$ cat config.mk
export PLATFORM = sky130hd
export DESIGN_NAME = mantissa_normalizer
export DESIGN_NICKNAME = d
export VERILOG_FILES = /design/src/rtl/mantissa_normalizer.sv
export SDC_FILE = /design/constraint.sdc
export NUM_CORES = 1
export LEC_CHECK = 0
export ABC_AREA = 1
export BUFFER_PORTS_ARGS = -buffer_cell sky130_fd_sc_hd__buf_2
export CAP_MARGIN = 20
export CORE_ASPECT_RATIO = 0.8
export CORE_MARGIN = 2
export CORE_UTILIZATION = 63
export CTS_CLUSTER_SIZE = 16
export DETAILED_ROUTE_END_ITERATION = 6
export GPL_ROUTABILITY_DRIVEN = 0
export MAX_ROUTING_LAYER = met4
export PLACE_DENSITY = 0.88
export SETUP_SLACK_MARGIN = 0.5
export SLEW_MARGIN = 20
export SYNTH_ARGS = -nofsm -noshare
export SYNTH_HDL_FRONTEND = slang
export SYNTH_SLANG_ARGS = --single-unit
$ cat constraint.sdc
create_clock -name Clk -period 9.19 [get_ports Clk]
set_clock_uncertainty 0.1 [all_clocks]
set_input_delay 1.838 -clock Clk [delete_from_list [all_inputs] [get_ports Clk]]
set_output_delay 1.838 -clock Clk [all_outputs]
set_load 0.01 [all_outputs]
$ cat src/rtl/mantissa_normalizer.sv
// rtl/mantissa_normalizer.sv - multi-cycle left normalizer for FP mantissas
// One logarithmic shift stage per clock, with valid/ready handshakes on both sides.
module mantissa_normalizer #(
  parameter int WIDTH = 24,
  parameter int CW    = 5
) (
  input  logic             Clk,
  input  logic             Rst,
  input  logic [WIDTH-1:0] In,
  input  logic             In_Valid,
  output logic             In_Ready,
  output logic [WIDTH-1:0] Out,
  output logic [CW:0]      Count,
  output logic             Zero,
  output logic             Out_Valid,
  input  logic             Out_Ready
);

  localparam int IW = (CW > 1) ? $clog2(CW) : 1;

  localparam logic [1:0] IDLE  = 2'd0;
  localparam logic [1:0] SHIFT = 2'd1;
  localparam logic [1:0] DONE  = 2'd2;

  logic [1:0]       state;
  logic [WIDTH-1:0] data;
  logic [CW:0]      cnt;
  logic [IW-1:0]    idx;
  logic             zero_r;

  int               stage_sh;
  logic [CW:0]      amt;
  logic [WIDTH-1:0] mask;
  logic             fire;
  logic [WIDTH-1:0] data_nx;
  logic [CW:0]      cnt_nx;

  // Stage idx shifts by 2**(CW-1-idx) when the top amt bits are all zero.
  always_comb begin
    stage_sh = CW - 1 - int'(idx);
    amt      = (CW+1)'(1) << stage_sh;
    mask     = ~({WIDTH{1'b1}} >> amt);
    fire     = (data & mask) == '0;
    data_nx  = fire ? (data << amt) : data;
    cnt_nx   = fire ? (cnt + amt) : cnt;
  end

  assign In_Ready  = (state == IDLE);
  assign Out_Valid = (state == DONE);

  always_ff @(posedge Clk) begin
    if (Rst) begin
      state  <= IDLE;
      data   <= '0;
      cnt    <= '0;
      idx    <= '0;
      zero_r <= 1'b0;
      Out    <= '0;
      Count  <= '0;
      Zero   <= 1'b0;
    end else begin
      case (state)
        IDLE: begin
          if (In_Valid) begin
            data   <= In;
            cnt    <= '0;
            zero_r <= (In == '0);
            idx    <= '0;
            state  <= SHIFT;
          end
        end
        SHIFT: begin
          data <= data_nx;
          cnt  <= cnt_nx;
          idx  <= idx + 1'b1;
          if (idx == IW'(CW - 1)) begin
            // An all-zero input fires every stage; report WIDTH, not the raw sum.
            Out   <= data_nx;
            Count <= zero_r ? (CW+1)'(WIDTH) : cnt_nx;
            Zero  <= zero_r;
            state <= DONE;
          end
        end
        DONE: begin
          if (Out_Ready) begin
            state <= IDLE;
          end
        end
        default: state <= IDLE;
      endcase
    end
  end

endmodule
==> out/metrics.yaml <==
setup_path:
  critPathArrivalTime_ns: 4.76
  crit_type: "reg2reg"
  cp.required_ns: 9.32
  path_max_fanout: 32
  endpoint_kind: "register"
  rr_worst_depth: 16
  critPathLaunchType: "register"
grt:
  antenna_found_initial: 0
  grt_pass1_wl_mm: 24.6
  grt_use_total_pct: 40.0
  grt_pass1_vias: 5046
  grt_max_degree: 42
  overflow: 0
synthesis:
  synth_flop_cell: "dfxtp_1"
  synthesis.area_sq_um: 4640
  synth_top_area_share_pct: 28.9
  synth.avg_cell_area_sq_um: 6.12
  ys_types: 41
  synthArstFlopShare_pct: 0
  synth_edf_count: 0
  ys_ff_latch: 67
  syn_inst: 758
  yosysTopAreaCell: "dfxtp_1"
  synth_area_leaders: "dfxtp_1 (29%), nand2_1 (17%), nand3_1 (12%)"
  ys_seq_area_share_pct: 28.9
  synth_fp_nets: 795
  synth.yosys.warnings: 0
floorplanning:
  die_y_um: 80.7
  pin_count: 61
  dieArea_sq_um: 8060
  core_area_sq_um: 6990
  initial_utilization_pct: 66.3
  die_x_um: 99.9
  fp-row-count: 27
placed_design:
  place.detailed.hpwl_mm: 10.9
  io_buffers: 60
  placed_cell_area_sq_um: 4890
clock_network:
  numCtsBuffers: 9
  post_cts_buffers: 0
  clk_latency_ns: 0.38
  cts_tree: "yes"
  h-tree-depth: 3
  cts_resized: 0
  path_clk_slew_ns: 0.08
  cts.path.max_buffers: 2
  numClockSinks: 67
  hold_buffers: 0
  cts-root-buf: "clkbuf_8"
route:
  wl_met2_mm: 6.44
  wl_per_cell_um: 17.5
  ant_nets: 0
  dr.pass1.iters: 7
  wirelength_mm: 15.4
  vias: 5639
  dr.max_layer_used: "met4"
  first_iter_violations: 1273
  wl_met3_mm: 2.35
  vias_per_cell: 6.39
  wl_met1_mm: 5.92
  drc: 101
timing:
  finalSetupTns_ns: 0
  setup_viol: 0
  period_share_pct: 50.3
  fmax_mhz: 216
  final-hold-violation-count: 0
  rsz0062_at_grt: "no"
  layout_min_cycle_time_ns: 4.63
  drv_slew: 0
  worst_pin_slew_ns: 0.985
  relSlewSlack_pct: 34.3
power_and_ir_drop:
  p_leak_uw: 0.00249
  power_density_nw_per_um2: 178
  ir_drop_mv: 0.121
worst_hold_path:
  holdPathStages: 2
  hp-class: "reg2reg"
cells_and_area:
  fill_cells: 570
  diodes: 0
  syn_to_final_growth_pct: 9.69
  design_area_sq_um: 5080
  layout.nets: 828
  drive_gt1_share_pct: 12.7
status:
  status: "finished with violations"
  violations: "DRC"
flow_run:
  drv_cap: 0
[layout by cell type (no fill, tap or decap), drive strengths merged]
cell type,n
o31ai,2
nand2,209
o211ai,19
o21a,2
nand3,115
a22oi,1
inv,88
xnor2,3
xor2,2
clkbuf,10
o41ai,1
or2,3
o22ai,4
a21o,1
nor4,6
nand4,5
and2,1
clkinv,1
fa,1
a31oi,4
ha,8
nor2,49
bufinv,1
o221ai,2
clkinvlp,2
o21ai,64
o21bai,11
buf,65
nor3,1
dfxtp,67
a21oi,48
[routing by layer]
metal	track usage, %	vias up
met1	51.1	2485
met4	19.5	0
met5	-	-
met2	58.4	477
li1	-	2575
met3	11.2	102
[cell type report]
type	count	area, sq um	share of cell area (%)
Multi-Input combinational cell	562	2780	54.6
Sequential cell	67	1340	26.4
Timing Repair Buffer	65	338	6.64
Inverter	86	323	6.35
Clock buffer	10	128	2.51
Tap cell	87	109	2.14
Clock inverter	6	71.3	1.40
[cell usage after synthesis, types with 3 or more instances]
master,count
nor2_1,45
buf_6,3
nand2_2,4
xnor2_1,3
o21ai_1,9
a21oi_1,47
nor4_1,6
buf_2,8
clkbuf_1,26
ha_1,8
a31oi_1,4
o22ai_1,4
o211ai_1,19
dfxtp_1,67
nand3_1,113
o21bai_1,11
buf_1,4
nand2_1,205
inv_1,80
nand4_1,3
o21ai_0,55
inv_2,5
[power breakdown]
| part | internal (uW) | switching, uW | total, uW | leakage (uW) |
|---|---|---|---|---|
| registers | 305 | 17.9 | 323 | 0.000545 |
| logic | 90.3 | 230 | 320 | 0.00185 |
| clock network | 128 | 136 | 265 | 0.0000939 |
| total | 523 | 384 | 907 | 0.00249 |
[worst max-delay path, cell delays in order, from the launching register on]
cell	delay [ns]
dfxtp_1	0.43
inv_2	0.12
ha_1	0.22
ha_1	0.43
inv_2	0.09
nand3_1	0.66
nand3_1	0.22
o21bai_1	0.22
nand2_1	0.08
nor2_1	0.15
nand3_2	0.57
inv_2	0.61
nand2_1	0.11
o21ai_0	0.18
o22ai_1	0.13
inv_1	0.09
nor2_1	0.04
[per-stage QoR]
| stage | hold WS (ns) | worst slack (ns) | instances | total power [uW] | util, % |
|---|---|---|---|---|---|
| 2_1_floorplan | 0.363 | 6.02 | 758 | 562 | - |
| 3_3_place_gp | 0.352 | 5.09 | 867 | 617 | 69.9 |
| 3_5_place_dp | 0.356 | 4.82 | 867 | 626 | 69.9 |
| 4_1_cts | 0.374 | 4.79 | 883 | 885 | 72.7 |
| 5_1_grt | 0.410 | 4.33 | 883 | 943 | 72.7 |
| 6_report | 0.372 | 4.56 | 883 | 907 | 72.7 |
[worst paths after layout]
kind,from,to,slack (ns)
min reg2reg,Count[2],Count[2],0.37
max,idx[0],cnt[1],4.56
min,Count[2],Count[2],0.37
max reg2reg,idx[0],cnt[1],4.56
[registers in the layout, summed over array words and instances (netlist names)]
signal / count
Out: 24
data: 24
Count: 6
cnt: 6
idx: 3
state: 2
Zero: 1
zero_r: 1
[kinds of logic (layout without fill, tap and decap cells)]
group,after synthesis,after routing,share of synthesized area (%)
AND/OR/NAND/NOR,389,389,36.6
AO/OA/AOI/OAI,159,159,19.6
buffers and inverters,129,167,11.3
flip-flops,67,67,28.9
adder cells (fa/ha/maj),9,9,2.59
XOR/XNOR,5,5,0.945
Note: power is estimated with default switching activity, not from simulation.
